--- src/rtl/unidade_controle.sv ---
// Multi-cycle control FSM for the 16-bit processor: fetches and decodes instruction
// words, then sequences operand read, ALU execution, memory access and write-back.
module unidade_controle (
    input  logic        Clock,
    input  logic        Resetn,
    input  logic [15:0] InstrIn,
    input  logic        InstrValid,
    output logic        InstrReady,
    input  logic        ResultNZ,
    input  logic        MemAck,
    output logic [2:0]  RdAddrA,
    output logic [2:0]  RdAddrB,
    output logic [3:0]  ULAOp,
    output logic [1:0]  WbSel,
    output logic [15:0] ImmOut,
    output logic        RegWrite,
    output logic [2:0]  WrAddr,
    output logic        MemReq,
    output logic        MemWe,
    output logic        Done,
    output logic        IllegalOp
);

    typedef enum logic [2:0] {
        StFetch  = 3'd0,
        StDecode = 3'd1,
        StImm    = 3'd2,
        StExec   = 3'd3,
        StMem    = 3'd4,
        StWb     = 3'd5
    } state_e;

    localparam logic [3:0] OpLd   = 4'b0000;
    localparam logic [3:0] OpSt   = 4'b0001;
    localparam logic [3:0] OpMvnz = 4'b0010;
    localparam logic [3:0] OpMv   = 4'b0011;
    localparam logic [3:0] OpMvi  = 4'b0100;
    localparam logic [3:0] OpAdd  = 4'b0101;
    localparam logic [3:0] OpSrl  = 4'b1010;

    state_e      r_state;
    state_e      w_state_next;
    logic [15:0] r_ir;
    logic [15:0] r_imm;
    logic        r_nz;

    logic [3:0]  w_op;
    logic        w_is_alu;
    logic        w_is_illegal;
    logic        w_unused_ir;

    assign w_op         = r_ir[15:12];
    assign w_is_alu     = (w_op >= OpAdd) && (w_op <= OpSrl);
    assign w_is_illegal = (w_op > OpSrl);
    assign w_unused_ir  = ^r_ir[5:0];

    always_ff @(posedge Clock or negedge Resetn) begin
        if (!Resetn) begin
            r_state <= StFetch;
        end else begin
            r_state <= w_state_next;
        end
    end

    always_ff @(posedge Clock or negedge Resetn) begin
        if (!Resetn) begin
            r_ir  <= '0;
            r_imm <= '0;
            r_nz  <= 1'b0;
        end else begin
            if (r_state == StFetch && InstrValid) r_ir <= InstrIn;
            if (r_state == StImm && InstrValid)   r_imm <= InstrIn;
            if (r_state == StExec)                r_nz <= ResultNZ;
        end
    end

    always_comb begin
        w_state_next = r_state;
        unique case (r_state)
            StFetch:  if (InstrValid) w_state_next = StDecode;
            StDecode: begin
                if (w_is_illegal)                          w_state_next = StFetch;
                else if (w_op == OpMvi)                    w_state_next = StImm;
                else if (w_op == OpLd || w_op == OpSt)     w_state_next = StMem;
                else if (w_is_alu)                         w_state_next = StExec;
                else                                       w_state_next = StWb;
            end
            StImm:    if (InstrValid) w_state_next = StWb;
            StExec:   w_state_next = StWb;
            StMem:    if (MemAck) w_state_next = StWb;
            StWb:     w_state_next = StFetch;
            default:  w_state_next = StFetch;
        endcase
    end

    always_comb begin
        InstrReady = 1'b0;
        ULAOp      = 4'b0000;
        WbSel      = 2'b00;
        RegWrite   = 1'b0;
        MemReq     = 1'b0;
        MemWe      = 1'b0;
        Done       = 1'b0;
        IllegalOp  = 1'b0;
        unique case (r_state)
            // Gated by Resetn so the handshake is closed while reset is held.
            StFetch:  InstrReady = Resetn;
            StDecode: IllegalOp = w_is_illegal;
            StImm:    InstrReady = Resetn;
            StExec:   ULAOp = w_op;
            StMem: begin
                MemReq = 1'b1;
                MemWe  = (w_op == OpSt);
            end
            StWb: begin
                Done     = 1'b1;
                RegWrite = !((w_op == OpSt) || (w_op == OpMvnz && !r_nz));
                if (w_is_alu) ULAOp = w_op;
                if (w_op == OpMv || w_op == OpMvnz) WbSel = 2'b01;
                else if (w_op == OpMvi)             WbSel = 2'b10;
                else if (w_op == OpLd)              WbSel = 2'b11;
                else                                WbSel = 2'b00;
            end
            default: ;
        endcase
    end

    assign RdAddrA = r_ir[11:9];
    assign RdAddrB = r_ir[8:6];
    assign WrAddr  = r_ir[11:9];
    assign ImmOut  = r_imm;

endmodule

--- config.mk ---
export PLATFORM = sky130hd
export DESIGN_NAME = unidade_controle
export DESIGN_NICKNAME = d
export VERILOG_FILES = /design/src/rtl/unidade_controle.sv
export SDC_FILE = /design/constraint.sdc
export NUM_CORES = 1
export LEC_CHECK = 0
export ABC_AREA = 1
export CAP_MARGIN = 30
export CORE_MARGIN = 4
export CORE_UTILIZATION = 35
export CTS_CLUSTER_SIZE = 24
export DETAILED_ROUTE_END_ITERATION = 16
export PLACE_DENSITY = 0.64
export SLEW_MARGIN = 25
export SYNTH_ARGS = -nofsm -noshare
export SYNTH_HDL_FRONTEND = slang
export SYNTH_SLANG_ARGS = --single-unit
export TNS_END_PERCENT = 20
--- constraint.sdc ---
create_clock -name Clock -period 1.3 [get_ports Clock]
set_input_delay 0.26 -clock Clock [delete_from_list [all_inputs] [get_ports Clock]]
set_output_delay 0.26 -clock Clock [all_outputs]
set_load 0.05 [all_outputs]
==> results of run 1 <==
critical path, delay by kind of cell (launching register included):
| kind | cells | cell delay, ns |
|---|---|---|
| AO/OA/AOI/OAI | 1 | 0.18 |
| buffers and inverters | 2 | 0.33 |
| flip-flops | 1 | 0.40 |
| AND/OR/NAND/NOR | 2 | 0.20 |
worst max path at each step:
stage                                start          to  slack [ns]  depth (start not counted)
global route        r_state[0]$_DFFE_PN0P_       MemWe       -0.43                          5
global placement                    Resetn  InstrReady       -0.12                          3
floorplan           r_state[1]$_DFFE_PN0P_    RegWrite       -0.33                          5
CTS                 r_state[1]$_DFFE_PN0P_    WbSel[0]       -0.36                          5
detailed placement                  Resetn  InstrReady       -0.13                          3
finish              r_state[0]$_DFFE_PN0P_  InstrReady       -0.35                          5
per-stage QoR:
stage | std cells | worst slack (ns)
finish | 313 | -0.354
global route | 313 | -0.431
CTS | 312 | -0.363
detailed placement | 302 | -0.131
global placement | 302 | -0.121
floorplan | 182 | -0.327
cells in the final DEF, fill, tap and decap left out, types with 4 or more instances in the layout:
master	netlist	final
inv_1	21	19
nand2_1	48	34
buf_6	2	6
nand2_2	0	10
nor2_4	2	4
buf_4	10	24
clkbuf_8	0	6
dfrtp_1	30	27
clkdlybuf4s50_1	0	20
o21ai_2	10	10
nand2_4	0	4
buf_12	0	39
o21ai_1	16	16
nand3_1	9	8
state kept, by name, indices dropped and copies added, names as in the netlist:
| name | flops |
|---|---|
| r_state | 3 |
| r_nz | 1 |
| r_ir | 10 |
| ImmOut | 16 |
cells by family (layout without fill, tap and decap cells):
| family | count (synthesis) | count (layout) | share of synthesized area |
|---|---|---|---|
| flops | 30 | 30 | 0.487 |
| simple gates | 77 | 77 | 0.236 |
| compound gates | 34 | 34 | 0.140 |
| buf+inv | 41 | 122 | 0.137 |
metal layers:
metal / GRT usage / part of all wire / wire [um]
met4: 0.0534 / 0.012 / 48
met3: 0.0797 / 0.093 / 376
met5: 0 / 0 / 0
met1: 0.198 / 0.40 / 1640
met2: 0.259 / 0.49 / 2000
what timing repair did:
item                                    CTS  global route
setup buffers                             2             1
gates cloned                              0             0
resized for setup                         9            24
hold endpoints to repair                  0             0
hold buffers                              0             0
endpoints found under the setup margin   14            30
pin swaps                                 4             5
power groups by stage:
stage,clock [W],combinational (W),sequential [W]
after CTS,0.000796,0.00586,0.00184
after floorplan,0,0.00235,0.00239
final,0.000766,0.00604,0.00188
after global routing,0.000843,0.00640,0.00194
after global placement,0,0.00566,0.00182
after detailed placement,0,0.00572,0.00184
cell type report:
type,instances,share of cell area
well taps,50,0.0210
inverters,25,0.0331
flip-flops and latches,30,0.253
clock buffers,7,0.0289
repair buffers,89,0.412
clock inverters,1,0.00168
multi-input cells,111,0.250
==> impl_metrics.ini, run 1 <==
[synth]
ys_top_cells_by_count = nand2_1, dfrtp_1, inv_1, o21ai_1
avgSynthCellArea_um2 = 8.46
synth_area_mm2 = 0.00154
async_flop_share = 1.00
synth_edf_count = 0
synth-main-ff-cell = dfrtp_1
yosys_register_bits = 30
yosysWarnings = 0
synth_area_leader_cell = dfrtp_1
syn-num-nets = 203
yosysMostFrequentCell = nand2_1
yosysSeqAreaShare = 0.487
synthTopCellsByArea = dfrtp_1, nand2_1, o21ai_2
ys_types = 24
yosysTopAreaCellShare = 0.487
synthCells = 182

[power]
vdd_ir_drop_max_mv = 1.40
p_switching_w = 0.00398
p_clk_frac = 0.088
p_int_w = 0.00470
power_frac_seq = 0.216
sw_frac_of_total = 0.458
p_leak_nw = 1.40
comb_power_share = 0.695
finalPower_w = 0.00868
power.density_mw_per_mm2 = 2910

[route]
drt-pass1-iter-count = 4
dr_total_vias = 1419
ant_nets = 0
viasPerCell = 4.53
wirelength_mm = 4.06
avgRoutedWirePerCell_um = 13.0
drc = 0
drt_iter0_markers = 72

[outcome]
outcome = complete, but fails checks
violations = setup timing

[global_routing]
track_usage = 0.164
antenna_found_initial = 0
globalRouteOverflowTotal = 0
grt_pass1_wl_mm = 6.81
grt_pass1_vias = 1432
grt_max_degree = 33

[clocking]
cts.sinks = 30
cts_root_buf = clkbuf_8
cts.path.max_buffers = 2
htree_levels = 2
clk_latency_ns = 0.28
cts_tree = yes
path_clk_slew_ns = 0.07
cts_buffers = 5

[finish]
num_antenna_cells = 0
final_cell_area_mm2 = 0.00298
multi_input_area_um2 = 747
final_util = 0.725
num-fill-cells = 302
final_nets = 283
area.sequential_um2 = 754
syn2layout_area_growth_pct = 93.7
drive_above_1_share = 0.483

[timing]
tightest_slew_ns = 0.390
rsz0062_at_grt = yes
period_share = 1.27
fmax_mhz = 605
hold_ws_ns = 0.464
final-setup-viol-count = 14
fin_crit_ns = 1.65
relSlewSlack = 0.740
drv_slew = 0
setup_ws_ns = -0.354
finalClockSkew_ns = 0.00503
finalSetupTns_ns = -3.87
final_hold_viol_count = 0

[critical_path]
reg2reg_setup_slack_ns = -0.02
path_cells = buf_4 > nor2_4 > nand2_2 > a21boi_4 > buf_12
path_class = register to output pin
worstPathRequired_ns = 1.04
crit_arrival_ns = 1.39
reg2reg_from = r_state[0]$_DFFE_PN0P_
cp_slowest_stage_delay_ns = 0.40
r2r-end = r_ir[10]$_DFFE_PN0P_
reg2reg_depth = 7
end_kind = output pin
worstSetupStartpointType = register
path_max_fanout = 3
critPathSlowestCell = dfrtp_1

[floorplanning]
die_area_mm2 = 0.00553
die_w_um = 74.3
core_area_mm2 = 0.00412
ios = 58
die_y_um = 74.3
start_util = 0.374
floorplan.rows = 23

[placement]
port_buffers = 57
finalWeightedCongestion = 0.766
dp_hpwl_mm = 3.05
dpl_cell_area_mm2 = 0.00276

[min_path]
hp-class = primary input to async pin

[flow_run]
cap_viol_max_count = 0
No activity file was read; power rests on OpenSTA's default activity.
==> run 2, diff against run 1 <==
clock period = 2.1 ns   (was 1.3 ns; I/O delays follow)
==> impl_metrics.ini, run 2 (synthesis gave the netlist of run 1 again) <==
[min_path]
hold_end = ImmOut[8]$_DFFE_PN0P_
holdPathStages = 2
hold_start = ImmOut[8]$_DFFE_PN0P_
hp-class = register to register

[floorplanning]
die_area_mm2 = 0.00553
start_util = 0.374
floorplan.rows = 23
die_w_um = 74.3
core_area_mm2 = 0.00412
ios = 58
die_y_um = 74.3

[global_routing]
grt_pass1_vias = 1259
track_usage = 0.137
antenna_found_initial = 0
grt_pass1_wl_mm = 5.69
globalRouteOverflowTotal = 0
grt_max_degree = 33

[critical_path]
reg2reg_from = r_state[2]$_DFFE_PN0P_
r2r-end = ImmOut[9]$_DFFE_PN0P_
crit_arrival_ns = 1.58
reg2reg_depth = 4
end_kind = output pin
worstSetupStartpointType = register
path_class = register to output pin
worstPathRequired_ns = 1.68
path_max_fanout = 5
reg2reg_setup_slack_ns = 0.74

[finish]
syn2layout_area_growth_pct = 46.5
final_util = 0.548
num-fill-cells = 385
multi_input_area_um2 = 583
drive_above_1_share = 0.181
largest_reg_flops = 16
area.sequential_um2 = 753
layout_common_cells = nand2_1, clkdlybuf4s50_1, dfrtp_1
final_nets = 252
layout.cells.most_common = nand2_1
num_antenna_cells = 0

[timing]
drv_slew = 0
tightest_slew_ns = 0.523
rsz0062_at_grt = yes
finalSetupTns_ns = 0
final_hold_viol_count = 0
relSlewSlack = 0.650
hold_ws_ns = 0.481
period_share = 0.954
final-setup-viol-count = 0
fmax_mhz = 499
fin_crit_ns = 2.00
finalClockSkew_ns = 0.00533

[power]
comb_power_share = 0.616
p_switching_w = 0.00203
power.density_mw_per_mm2 = 1760
p_int_w = 0.00195
finalPower_w = 0.00398
vdd_ir_drop_max_mv = 0.983
p_clk_frac = 0.118
power_frac_seq = 0.267
sw_frac_of_total = 0.510
p_leak_nw = 1.05

[clocking]
cts_buffers = 5
cts_tree = yes
path_clk_slew_ns = 0.06
cts.sinks = 30
htree_levels = 2
postCtsSetupBuffers = 0
cts_root_buf = clkbuf_8
cts.path.max_buffers = 2
clk_latency_ns = 0.28

[route]
drt_iter0_markers = 79
dr_total_vias = 1306
ant_nets = 0
wirelength_mm = 3.41
drc = 0
viasPerCell = 4.63
drt-pass1-iter-count = 4
avgRoutedWirePerCell_um = 12.1

[placement]
port_buffers = 57
dp_hpwl_mm = 2.53
finalWeightedCongestion = 0.705

[outcome]
outcome = finished clean

[flow_run]
cap_viol_max_count = 0
-- run 2: timing repair --
action                                 in CTS  in global routing
endpoints found under the hold margin       0                  0
hold buffers                                0                  0
setup endpoints to repair                   0                  4
gates resized for setup                     0                  3
-- run 2: stage by stage --
step	area, um2	setup slack [ns]	instances
global placement	2160	0.278	274
finish	2260	0.0963	282
global route	2260	-0.0283	282
floorplan	1540	-0.111	182
detailed placement	2160	0.274	274
CTS	2250	0.0454	282
-- run 2: worst max-delay path: stages (launching register included) --
cell     delay (ns)
dfrtp_1        0.41
inv_2          0.10
nor2_1         0.17
nand2_1        0.14
nor3_1         0.29
buf_12         0.18
-- run 2: power by group through the flow --
stage               combinational, W  sequential, W  clock, W
floorplan                    0.00133        0.00147         0
global placement             0.00245        0.00106         0
detailed placement           0.00247        0.00106         0
CTS                          0.00247        0.00106  0.000484
global route                 0.00262        0.00111  0.000508
finish                       0.00245        0.00106  0.000468
-- run 2: final cells by class --
class                   count  share of cell area
well taps                  50              0.0277
clock inverters             1             0.00222
multi-input cells         111               0.258
flip-flops and latches     30               0.334
clock buffers               7              0.0382
repair buffers             58               0.298
inverters                  25              0.0416
-- run 2: how the worst max path moves through the flow --
stage / to / startpoint / slack (ns) / cells past startpoint
3_3_place_gp: InstrReady / Resetn / 0.28 / 3
5_1_grt: WbSel[1] / r_state[0]$_DFFE_PN0P_ / -0.03 / 5
4_1_cts: IllegalOp / r_ir[13]$_DFFE_PN0P_ / 0.05 / 5
2_1_floorplan: WbSel[0] / r_state[0]$_DFFE_PN0P_ / -0.11 / 4
6_report: WbSel[0] / r_state[0]$_DFFE_PN0P_ / 0.1 / 5
3_5_place_dp: InstrReady / Resetn / 0.27 / 3
-- run 2: metal layers --
layer | global-route usage | vias up | share of wire
met3 | 0.0743 | 6 | 0.12
li1 | - | 671 | -
met1 | 0.165 | 581 | 0.42
met4 | 0.0593 | 0 | 0.019
met5 | 0 | - | 0
met2 | 0.204 | 48 | 0.44
